**config.mk**
```make
export PLATFORM = sky130hd
export DESIGN_NAME = frame_stream_source
export DESIGN_NICKNAME = d
export VERILOG_FILES = /design/src/rtl/frame_stream_pkg.sv /design/src/rtl/frame_stream_pipe.sv /design/src/rtl/frame_stream_source.sv
export SDC_FILE = /design/constraint.sdc
export NUM_CORES = 1
export LEC_CHECK = 0
export ABC_CLOCK_PERIOD_IN_PS = 3900
export CAP_MARGIN = 20
export CELL_PAD_IN_SITES_DETAIL_PLACEMENT = 1
export CELL_PAD_IN_SITES_GLOBAL_PLACEMENT = 1
export CORE_MARGIN = 4
export CORE_UTILIZATION = 40
export CTS_BUF_LIST = sky130_fd_sc_hd__clkbuf_4
export DETAILED_ROUTE_END_ITERATION = 6
export PLACE_DENSITY = 0.86
export SYNTH_ARGS = -nofsm -noshare
export SYNTH_HDL_FRONTEND = slang
export SYNTH_SLANG_ARGS = --single-unit
```
**constraint.sdc**
```tcl
create_clock -name clk -period 3.9 [get_ports clk]
set_clock_uncertainty 0.15 [all_clocks]
set_input_delay 0.585 -clock clk [delete_from_list [all_inputs] [get_ports clk]]
set_output_delay 0.585 -clock clk [all_outputs]
set_load 0.005 [all_outputs]
```
**src/rtl/frame_stream_pkg.sv**
```systemverilog
// Shared types for the frame stream source.
//   state_e      : source FSM states (idle, reading, draining)
//   stream_tag_t : per-read tag carried alongside the memory data
//   pix_count()  : pixels per frame
package frame_stream_pkg;

   typedef enum logic [1:0] {
      StIdle  = 2'd0,
      StRun   = 2'd1,
      StFlush = 2'd2
   } state_e;

   typedef struct packed {
      logic valid;
      logic first;
      logic last;
   } stream_tag_t;

   function automatic int unsigned pix_count(input int unsigned w, input int unsigned h);
      return w * h;
   endfunction

endpackage

```
**src/rtl/frame_stream_pipe.sv**
```systemverilog
// Two-stage tag/data pipeline aligning read tags with 1-cycle-latency memory data.
// Ports:
//   clk, rst  : clock, asynchronous active-high reset
//   tag       : tag of the read issued this cycle
//   rd_data   : memory data (belongs to the read issued one cycle earlier)
//   pix_data  : registered pixel, holds its value during bubbles
//   pix_valid : pixel qualifier
//   sof, eof  : first/last pixel markers, only ever high with pix_valid
module frame_stream_pipe
   import frame_stream_pkg::*;
#(
   parameter int unsigned DATA_W = 8
) (
   input  logic              clk,
   input  logic              rst,
   input  stream_tag_t       tag,
   input  logic [DATA_W-1:0] rd_data,
   output logic [DATA_W-1:0] pix_data,
   output logic              pix_valid,
   output logic              sof,
   output logic              eof
);

   stream_tag_t tag_q;

   always_ff @(posedge clk or posedge rst) begin
      if (rst) begin
         tag_q     <= '0;
         pix_data  <= '0;
         pix_valid <= 1'b0;
         sof       <= 1'b0;
         eof       <= 1'b0;
      end else begin
         tag_q     <= tag;
         pix_valid <= tag_q.valid;
         sof       <= tag_q.valid & tag_q.first;
         eof       <= tag_q.valid & tag_q.last;
         if (tag_q.valid) begin
            pix_data <= rd_data;
         end
      end
   end

endmodule

```
**src/rtl/frame_stream_source.sv**
```systemverilog
// Frame stream source: reads an IMG_W x IMG_H frame in raster order from a
// synchronous-read memory and emits it as a pix_valid/sof/eof pixel stream.
// Ports:
//   clk, rst    : clock, asynchronous active-high reset
//   start       : begin a frame (sampled only when idle)
//   pause       : suppress new memory reads while high (creates bubbles)
//   mem_rd_en   : memory read strobe
//   mem_addr    : linear pixel address
//   mem_rd_data : memory data, valid one cycle after mem_rd_en
//   pix_data    : pixel output
//   pix_valid   : pixel qualifier
//   sof, eof    : first / last pixel of the frame
//   busy        : frame in progress (includes the eof cycle)
//   done        : one-cycle pulse coincident with eof
//   frame_cnt   : (FRAME_STREAM_CONTINUOUS_EN only) 16-bit wrapping eof count
// Build option FRAME_STREAM_CONTINUOUS_EN: holding start on the last read of a
// frame restarts at address 0 without draining, giving back-to-back frames.
module frame_stream_source
   import frame_stream_pkg::*;
#(
   parameter int unsigned IMG_W  = 6,
   parameter int unsigned IMG_H  = 6,
   parameter int unsigned DATA_W = 8,
   parameter int unsigned ADDR_W = 11
) (
   input  logic              clk,
   input  logic              rst,
   input  logic              start,
   input  logic              pause,
   output logic              mem_rd_en,
   output logic [ADDR_W-1:0] mem_addr,
   input  logic [DATA_W-1:0] mem_rd_data,
   output logic [DATA_W-1:0] pix_data,
   output logic              pix_valid,
   output logic              sof,
   output logic              eof,
   output logic              busy,
   output logic              done
`ifdef FRAME_STREAM_CONTINUOUS_EN
   ,
   output logic [15:0]       frame_cnt
`endif
);

   localparam int unsigned       NPIX      = pix_count(IMG_W, IMG_H);
   localparam logic [ADDR_W-1:0] LAST_ADDR = ADDR_W'(NPIX - 1);

   if ((NPIX == 0) || (longint'(NPIX) > (longint'(1) << ADDR_W))) begin : g_bad_geometry
      $error("frame_stream_source: IMG_W*IMG_H must be in 1..2**ADDR_W");
   end

   state_e            state_q;
   logic [ADDR_W-1:0] addr_q;
   logic              rd_en;
   logic              at_last;
   stream_tag_t       issue_tag;

   assign rd_en   = (state_q == StRun) && !pause;
   assign at_last = (addr_q == LAST_ADDR);

   always_ff @(posedge clk or posedge rst) begin
      if (rst) begin
         state_q <= StIdle;
         addr_q  <= '0;
      end else begin
         unique case (state_q)
            StIdle: begin
               if (start) begin
                  state_q <= StRun;
                  addr_q  <= '0;
               end
            end
            StRun: begin
               if (rd_en) begin
                  if (at_last) begin
`ifdef FRAME_STREAM_CONTINUOUS_EN
                     if (start) begin
                        addr_q <= '0;
                     end else begin
                        state_q <= StFlush;
                     end
`else
                     state_q <= StFlush;
`endif
                  end else begin
                     addr_q <= addr_q + 1'b1;
                  end
               end
            end
            StFlush: begin
               // Reads already issued drain regardless of pause; leave on eof.
               if (eof) begin
                  state_q <= StIdle;
               end
            end
            default: state_q <= StIdle;
         endcase
      end
   end

   always_comb begin
      issue_tag       = '0;
      issue_tag.valid = rd_en;
      issue_tag.first = (addr_q == '0);
      issue_tag.last  = at_last;
   end

   frame_stream_pipe #(
      .DATA_W (DATA_W)
   ) u_pipe (
      .clk       (clk),
      .rst       (rst),
      .tag       (issue_tag),
      .rd_data   (mem_rd_data),
      .pix_data  (pix_data),
      .pix_valid (pix_valid),
      .sof       (sof),
      .eof       (eof)
   );

   assign mem_rd_en = rd_en;
   assign mem_addr  = addr_q;
   // Stay busy through the eof cycle even though the FSM is leaving FLUSH.
   assign busy      = (state_q != StIdle) || eof;
   assign done      = eof;

`ifdef FRAME_STREAM_CONTINUOUS_EN
   logic [15:0] frame_cnt_q;

   always_ff @(posedge clk or posedge rst) begin
      if (rst) begin
         frame_cnt_q <= '0;
      end else if (eof) begin
         frame_cnt_q <= frame_cnt_q + 16'd1;
      end
   end

   assign frame_cnt = frame_cnt_q;
`endif

endmodule
```
==> results of run 1 <==
## through the flow
stage	power, uW	hold WS (ns)	instance area, um^2
global route	842.9	0.3434	1699
floorplan	525.4	0.2019	1277
finish	789.7	0.3302	1699
global placement	660.1	0.2865	1644
CTS	794.3	0.3381	1672
detailed placement	672.1	0.3040	1644
## metal layers
layer	vias to the layer above	share of wire, %
met5	-	0
met4	0	1.1
met3	4	4.7
met2	31	51
met1	514	43
li1	477	-
## cell type report
type | count | area (um^2) | share of cell area, %
multi-input combinational | 73 | 530.5 | 31.22
sequential | 27 | 675.6 | 39.76
tap | 44 | 55.05 | 3.240
timing repair buffer | 37 | 387.9 | 22.83
inverter | 6 | 22.52 | 1.325
clock buffer | 3 | 22.52 | 1.325
clock inverter | 1 | 5.005 | 0.2946
## critical path, stage by stage
cell	delay, ns
clkdlybuf4s50_1	0.48
nor3b_1	0.65
clkdlybuf4s50_1	0.63
## layout by cell type (no fill, tap or decap), types with 2 or more instances in the layout
| master | count |
|---|---|
| clkdlybuf4s50_1 | 36 |
| dfrtp_1 | 27 |
| mux2_2 | 8 |
| a211o_1 | 7 |
| inv_1 | 6 |
| nand2_1 | 6 |
| and3_1 | 6 |
| nor3b_1 | 6 |
| nor3_1 | 6 |
| nand3_1 | 5 |
| o21ai_0 | 4 |
| nor2b_1 | 3 |
| nor4_1 | 3 |
| clkbuf_4 | 3 |
| or4_4 | 2 |
| and2_1 | 2 |
| nor2_1 | 2 |
| nand4_1 | 2 |
| a22o_1 | 2 |
| ha_1 | 2 |
## cells in the mapped netlist, drive strengths merged
cell type | instances | area share (%)
dfrtp | 27 | 53
nor2b | 3 | 1.5
buf | 4 | 3.5
nor2 | 2 | 0.59
clkbuf | 1 | 0.29
mux2 | 8 | 7.1
nor4 | 3 | 1.5
and3 | 7 | 3.5
or2 | 1 | 0.49
or4 | 2 | 1.8
o31a | 1 | 0.69
and2 | 2 | 0.98
inv | 6 | 1.8
o31ai | 1 | 0.98
and4 | 2 | 1.5
nor3b | 6 | 3.5
o21ai | 4 | 1.6
nand3 | 5 | 2.0
a22o | 2 | 1.4
nor3 | 6 | 2.4
ha | 2 | 2.0
nand4 | 2 | 0.98
nand2 | 6 | 1.8
a211o | 7 | 4.8
a221o | 1 | 0.78
## final timing paths
kind                                      endpoint  slack (ns)  cells after the start
worst min-delay path                    u_pipe.sof        0.33                      1
worst max register to register         mem_addr[4]        1.44                      4
worst max-delay path                     mem_rd_en        0.81                      3
worst min register to register          u_pipe.sof        0.33                      1
min in group asynchronous       u_pipe.pix_data[6]        0.43                      2
max in group asynchronous              mem_addr[3]        2.74                      3
## kinds of logic (layout without fill, tap and decap cells)
group / count (synthesis) / after routing
AND/OR/NAND/NOR: 47 / 47
multiplexers: 8 / 8
buffers and inverters: 11 / 47
AO/OA/AOI/OAI: 16 / 16
flip-flops: 27 / 27
adder cells (fa/ha/maj): 2 / 2
## state kept, by name (all words and copies together), names as in the netlist
register          flops
state_q               2
u_pipe.pix_valid      1
u_pipe.sof            1
u_pipe.tag_q          3
u_pipe.pix_data       8
mem_addr             11
u_pipe.eof            1
## power by group through the flow
| stage | sequential, uW | combinational (uW) | clock [uW] |
|---|---|---|---|
| after floorplan | 383 | 142 | 0 |
| after global placement | 392 | 268 | 0 |
| after detailed placement | 396 | 276 | 0 |
| after CTS | 392 | 279 | 124 |
| after global routing | 401 | 305 | 138 |
| final | 390 | 277 | 122 |
==> reports/qor.yml, run 1 <==
grt_max_degree: 28
antenna_found_initial: 0
synth.avg_cell_area_um2: 11.51
slew_viol_final: 0
status: "completed"
min_period_ns: 3.085
endpoint_kind: "primary output"
insertedDiodeCount: 0
hp-class: "reg2reg"
path_class: "in2out"
area_growth_pct: 33.01
synth-compound-area-share_pct: 10.19
clkPwrFrac_pct: 15.5
synth_top_family_by_area: "simple AND/OR/NAND/NOR gates"
worstMarginPinSlew_ns: 0.7533
muxShareOfSynthArea_pct: 7.052
syn_inst: 111
cts_root_buf: "clkbuf_4"
grt_use_total_pct: 16.35
synth_xor_area_share_pct: 0
pin_count: 37
h-tree-depth: 1
clkTransAtPathRegs_ns: 0.14
synthAdderAreaFrac_pct: 1.959
layout-drive-gt1-share_pct: 12.93
first_iter_violations: 28
std_cell_rows: 20
die_w_um: 64.51
seq_power_share_pct: 49.4
cts_inserted_buffers: 3
fmax_ghz: 0.3241
final_cell_count_no_fill: 191
finalNetCount: 162
crit_arrival_ns: 2.35
wl_per_cell_um: 16.62
netlist_area_um2: 1277
cts_tree: "done"
dp_hpwl_mm: 2.304
die_y_um: 64.51
grt_pass1_vias: 1139
syn_nets: 125
maxCapViolations: 0
portBuffers: 36
met3_usage_pct: 2.946
via_per_inst: 5.372
rsz0062_at_grt: "false"
setup_ws_ns: 0.8147
swShare_pct: 31.60
cp-start-kind: "primary input"
core_um2: 3053
ys_seq_area_share_pct: 52.89
drtAntennaViolNets: 0
overflow: 0
clock_latency_ns: 0.33
internal-power_uw: 540.1
irDropWorstVdd_uv: 177.9
ys_seq_elements: 27
grt_pass1_wl_mm: 5.444
start_util_pct: 41.84
dp.cells: 186
grt_use_met2_pct: 29.77
gp_congestion: 0.7769
crit_start: "pause"
relSlewSlack_pct: 49.48
clock_path_buffers: 2
first_pass_iters: 4
post_cts_buffers: 0
ys_types: 29
wirelength_mm: 3.175
cts.sink_count: 27
final_util_pct: 55.66
via_count: 1026
r2r_start: "mem_addr[7]"
drc_errors: 0
pre_cts_ws_ns: 0.7994
setup_viol: 0
hold_violations: 0
hold_buffers: 0
ys_warn_count: 0
comb_power_share_pct: 35.1
cts_resized: 0
powerDensity_nw_per_um2: 464.7
setup_tns_ns: 0
grt.busiest_layer: "met2"
hp-start: "u_pipe.tag_q[1]"
fillers: 344
p_leak_uw: 0.0007879
grt_use_met1_pct: 19.78
switchingPower_uw: 249.5
dieArea_um2: 4162
cp.required_ns: 3.16
post-route-period-util_pct: 79.11
synth-simple-area-share_pct: 22.33
critPathMaxFanout: 6
(Power assumes the default switching activity.)
==> inputs of run 2 (changes only) <==
- ABC_CLOCK_PERIOD_IN_PS: 3900 -> 2900
- CORE_UTILIZATION: 40 -> 37
- PLACE_DENSITY: 0.86 -> 0.8
- clock period: 3.9 -> 2.9 ns (I/O delays scaled with it)
==> run 2 against run 1 <==
Global-route usage shrank 1.2 points; die area is 7.1% higher; combinational power rose by 35%; sequential power rose by 35%; highest routed layer unchanged.
==> reports/qor.yml, run 2 (synthesis results as in run 1) <==
status: "completed"  # unchanged
critPathMaxFanout: 4  # was 6
die_y_um: 66.76  # was 64.51 um
portBuffers: 36  # unchanged
rsz0062_at_grt: "false"  # unchanged
dp.cells: 191  # was 186
std_cell_rows: 21  # was 20
worstMarginPinSlew_ns: 0.3850  # was 0.7533 ns
path_cells: "clkdlybuf4s50_1 -> nor3b_1 -> clkdlybuf4s50_1"  # unchanged
wl_per_cell_um: 15.89  # was 16.62 um
drtAntennaViolNets: 0  # unchanged
dp_hpwl_mm: 2.299  # was 2.304 mm
via_count: 1025  # was 1026
min_period_ns: 2.336
area_growth_pct: 33.01  # unchanged
clock_latency_ns: 0.31  # was 0.33 ns
via_per_inst: 5.256  # was 5.372
gp_congestion: 0.7748  # was 0.7769
fmax_ghz: 0.4280
ff2ff_path_depth: 4  # unchanged
r2r_setup_slack_ns: 0.70  # was 1.44 ns
cts_inserted_buffers: 3  # unchanged
maxCapViolations: 0  # unchanged
drc_errors: 0  # unchanged
irDropWorstVdd_uv: 194.4  # was 177.9 uV
grt_use_total_pct: 15.16  # was 16.35%
first_pass_iters: 4  # unchanged
grt_pass1_wl_mm: 5.223  # was 5.444 mm
r2r_end: "mem_addr[2]"  # was mem_addr[4]
layout_commonest_cell: "clkdlybuf4s50_1"  # unchanged
insertedDiodeCount: 0  # unchanged
cp-start-kind: "primary input"  # unchanged
cts_root_buf: "clkbuf_4"  # unchanged
crit_top_cell: "clkdlybuf4s50_1"  # unchanged
cts_tree: "done"  # unchanged
grt_pass1_vias: 1117  # was 1139
hold_buffers: 0  # unchanged
setup_viol: 0  # unchanged
hold_violations: 0  # unchanged
cts.sink_count: 27  # unchanged
post-route-period-util_pct: 80.57
cp.required_ns: 2.32  # was 3.16 ns
cpPeakStageDelay_ns: 0.56  # was 0.65 ns
hp-class: "in2async"  # was reg2reg
h-tree-depth: 1  # unchanged
clock_path_buffers: 2  # unchanged
layout-drive-gt1-share_pct: 14.09  # was 12.93%
post_cts_buffers: 0  # unchanged
cpMaxStageDelayCell: "clkdlybuf4s50_1"  # was nor3b_1
relSlewSlack_pct: 74.10  # was 49.48%
p_leak_uw: 0.0007903  # was 0.0007879 uW
cts_resized: 0  # unchanged
setup_tns_ns: 0  # unchanged
dieArea_um2: 4457  # was 4162 um^2
core_um2: 3337  # was 3053 um^2
cp.buffers_inverters: 2  # unchanged
largest_register_ffs: 11  # unchanged
r2r_start: "mem_addr[7]"  # unchanged
overflow: 0  # unchanged
die_w_um: 66.76  # was 64.51 um
slew_viol_final: 0  # unchanged
crit_arrival_ns: 1.75  # was 2.35 ns
final_cell_count_no_fill: 195  # was 191
start_util_pct: 38.28  # was 41.84%
path_class: "in2out"  # unchanged
clkTransAtPathRegs_ns: 0.13  # was 0.14 ns
antenna_found_initial: 0  # unchanged
powerDensity_nw_per_um2: 627.0  # was 464.7 nW/um^2
final_util_pct: 50.92  # was 55.66%
critPathTopFamily: "buffers and inverters"  # unchanged
finalNetCount: 164  # was 162
pin_count: 37  # unchanged
endpoint_kind: "primary output"  # unchanged
layout_common_cells: "clkdlybuf4s50_1, dfrtp_1, mux2_2"  # unchanged
grt_max_degree: 28  # unchanged
wirelength_mm: 3.099  # was 3.175 mm
first_iter_violations: 35  # was 28
run 2: power by group:
| part | internal (uW) | leakage [uW] | total [uW] | switching (uW) |
|---|---|---|---|---|
| Clock | 63.1 | 0.0000184 | 166 | 103 |
| Sequential | 448 | 0.000347 | 526 | 77.7 |
| Combinational | 228 | 0.000425 | 374 | 146 |
| Total | 739 | 0.000790 | 1070 | 326 |
run 2: metal layers:
| metal | routed length (um) | vias to the layer above | global-route usage, % |
|---|---|---|---|
| met4 | 25 | 0 | 3.299 |
| met2 | 1536 | 38 | 27.10 |
| li1 | - | 484 | - |
| met3 | 207 | 6 | 3.204 |
| met5 | 0 | - | 0 |
| met1 | 1329 | 497 | 18.56 |
run 2: per-stage QoR:
stage               power (uW)  worst slack [ns]  instance area [um^2]  hold slack [ns]
finish                    1065            0.5636                  1699           0.3242
global route              1139            0.4935                  1699           0.3538
CTS                       1080            0.5135                  1699           0.3295
detailed placement       911.5            0.5201                  1669           0.2984
global placement         893.0            0.4502                  1669           0.2844
floorplan                706.6            0.8726                  1277           0.2019
run 2: worst max path at each step:
stage	startpoint	to	slack (ns)	cells after the start
finish	pause	mem_rd_en	0.56	3
global route	pause	mem_rd_en	0.49	3
CTS	pause	mem_rd_en	0.51	3
detailed placement	pause	mem_rd_en	0.52	3
global placement	pause	mem_rd_en	0.45	3
floorplan	mem_addr[7]	mem_addr[5]	0.87	5
run 2: area by class of cell:
class / instances / area (um^2)
multi-input cells: 73 / 530.5
well taps: 46 / 57.56
flip-flops and latches: 27 / 675.6
fillers: 391 / 1638
repair buffers: 39 / 382.9
inverters: 6 / 22.52
clock buffers: 4 / 30.03
run 2: worst min-delay path, delay by kind of cell:
| kind | cells | cell delay (ns) |
|---|---|---|
| buffers and inverters | 3 | 0.77 |
==> inputs of run 3 (changes only) <==
- ABC_CLOCK_PERIOD_IN_PS: 2900 -> 1900
- CORE_UTILIZATION: 37 -> 34
- PLACE_DENSITY: 0.8 -> 0.78
- clock period: 2.9 -> 1.9 ns (I/O delays scaled with it)
==> run 3 against run 2 <==
The flow now finishes with violations (setup timing); worst hold slack worse by 0.17 ns; first-iteration DRC count increased by 11%; final area grew 13%; final cell count up 11%; critical path type is now reg2reg; largest cell class unchanged; largest power group is now combinational cells.
==> reports/qor.yml, run 3 (synthesis results as in run 1) <==
h-tree-depth: 1  # unchanged
final_util_pct: 52.75  # was 50.92%
powerDensity_nw_per_um2: 927.2  # was 627.0 nW/um^2
start_util_pct: 35.16  # was 38.28%
grt_pass1_wl_mm: 5.961  # was 5.223 mm
cts_root_buf: "clkbuf_4"  # unchanged
grt_use_met2_pct: 26.38  # was 27.10%
insertedDiodeCount: 0  # unchanged
wirelength_mm: 3.422  # was 3.099 mm
layout_common_cells: "clkdlybuf4s50_1, dfrtp_1, buf_4"  # was clkdlybuf4s50_1, dfrtp_1, mux2_2
placed_area_um2: 1815  # was 1669 um^2
setup_viol: 11  # was 0
pin_count: 37  # unchanged
layout-drive-gt1-share_pct: 28.99  # was 14.09%
critPathMaxFanout: 5  # was 4
overflow: 0  # unchanged
wl_per_cell_um: 15.77  # was 15.89 um
irDropWorstVdd_uv: 449.6  # was 194.4 uV
grt.busiest_layer: "met2"  # unchanged
std_cell_rows: 22  # was 21
drc_errors: 0  # unchanged
maxCapViolations: 0  # unchanged
drtAntennaViolNets: 0  # unchanged
worstMarginPinSlew_ns: 0.3893  # was 0.3850 ns
first_iter_violations: 39  # was 35
clkTransAtPathRegs_ns: 0.15  # was 0.13 ns
r2r_end: "mem_addr[2]"  # unchanged
cp.required_ns: 1.97  # was 2.32 ns
min_period_ns: 2.035
gp_congestion: 0.8384  # was 0.7748
setup_ws_ns: -0.1345  # was 0.5636 ns
die_w_um: 69.30  # was 66.76 um
violations: "setup timing"
slew_viol_final: 0  # unchanged
clock_latency_ns: 0.33  # was 0.31 ns
area_growth_pct: 50.05  # was 33.01%
endpoint_kind: "flip-flop"  # was primary output
die_y_um: 69.30  # was 66.76 um
via_per_inst: 5.097  # was 5.256
relSlewSlack_pct: 73.81  # was 74.10%
cts_inserted_buffers: 3  # unchanged
fmax_ghz: 0.4915
fin_area_um2: 1917  # was 1699 um^2
rsz0062_at_grt: "true"  # was false
antenna_found_initial: 0  # unchanged
hold_violations: 0  # unchanged
first_pass_iters: 3  # was 4
layout_commonest_cell: "clkdlybuf4s50_1"  # unchanged
largest_register_ffs: 11  # unchanged
ff2ff_path_depth: 5  # was 4
p_leak_uw: 0.0009047  # was 0.0007903 uW
cp-start-kind: "flip-flop"  # was primary input
dieArea_um2: 4802  # was 4457 um^2
grt_pass1_vias: 1240  # was 1117
r2r_start: "mem_addr[2]"  # was mem_addr[7]
grt_max_degree: 28  # unchanged
crit_arrival_ns: 2.11  # was 1.75 ns
via_count: 1106  # was 1025
clock_path_buffers: 2  # unchanged
cts_tree: "done"  # unchanged
dp_hpwl_mm: 2.611  # was 2.299 mm
met3_usage_pct: 4.058  # was 3.204%
r2r_setup_slack_ns: -0.13  # was 0.70 ns
status: "finished, violations left"  # was completed
finalNetCount: 184  # was 164
hp-class: "in2async"  # unchanged
cts.sink_count: 27  # unchanged
grt_use_met1_pct: 18.59  # was 18.56%
post-route-period-util_pct: 107.1
path_class: "reg2reg"  # was in2out
portBuffers: 36  # unchanged
core_um2: 3633  # was 3337 um^2
pre_cts_ws_ns: -0.2344  # was 0.5201 ns
crit_start: "mem_addr[2]"  # was pause
grt_use_total_pct: 14.96  # was 15.16%
-- run 3: changes by cell type in the layout (fill, tap and decap cells not counted), sizes merged --
| cell | change |
|---|---|
| clkbuf | -1 |
| clkdlybuf4s50 | -2 |
| clkinv | +1 |
| buf | +20 |
| dlygate4sd2 | +2 |
-- run 3: how the worst max path moves through the flow --
stage	to
floorplan	mem_addr[8]
global placement	mem_rd_en
detailed placement	mem_addr[2]
CTS	mem_addr[2]
global route	mem_addr[8]
finish	mem_addr[2]
-- run 3: layout make-up --
type	count	area, um^2
fill	406	1717
sequential	27	676.9
multi-input combinational	73	588.1
timing repair buffer	59	541.8
tap	48	60.06
clock buffer	3	22.52
inverter	6	22.52
clock inverter	1	5.005
-- run 3: metal layers --
layer | share of wire, % | up-vias
met2 | 50 | 35
met1 | 44 | 542
li1 | - | 525
met3 | 5.1 | 4
met5 | 0 | -
met4 | 0.67 | 0
-- run 3: stage by stage --
step           std cells  TNS [ns]  power, uW  hold slack, ns
2_1_floorplan        111   -0.7734       1090          0.1876
3_3_place_gp         209    -1.660       1465          0.2861
3_5_place_dp         209    -2.235       1496          0.3030
4_1_cts              217    -1.231       1792          0.1709
5_1_grt              217    -1.921       1909          0.1874
6_report             217    -1.132       1777          0.1553
-- run 3: report_power, final --
| group | switching, uW | internal (uW) | total [uW] |
|---|---|---|---|
| Clock | 174 | 79.1 | 253 |
| Sequential | 64.6 | 684 | 748 |
| Combinational | 328 | 449 | 776 |
-- run 3: repair_timing --
item,CTS,global route
hold buffers,0,0
endpoints found under the setup margin,14,12
buffers inserted,4,0
pin swaps,14,1
gates resized for setup,12,0
-- run 3: critical path, cell delays in order (launching register included) --
cell,delay [ns]
dfrtp_1,0.41
or4_4,0.58
o31ai_4,0.31
buf_6,0.17
nor3b_2,0.04
a221o_1,0.27
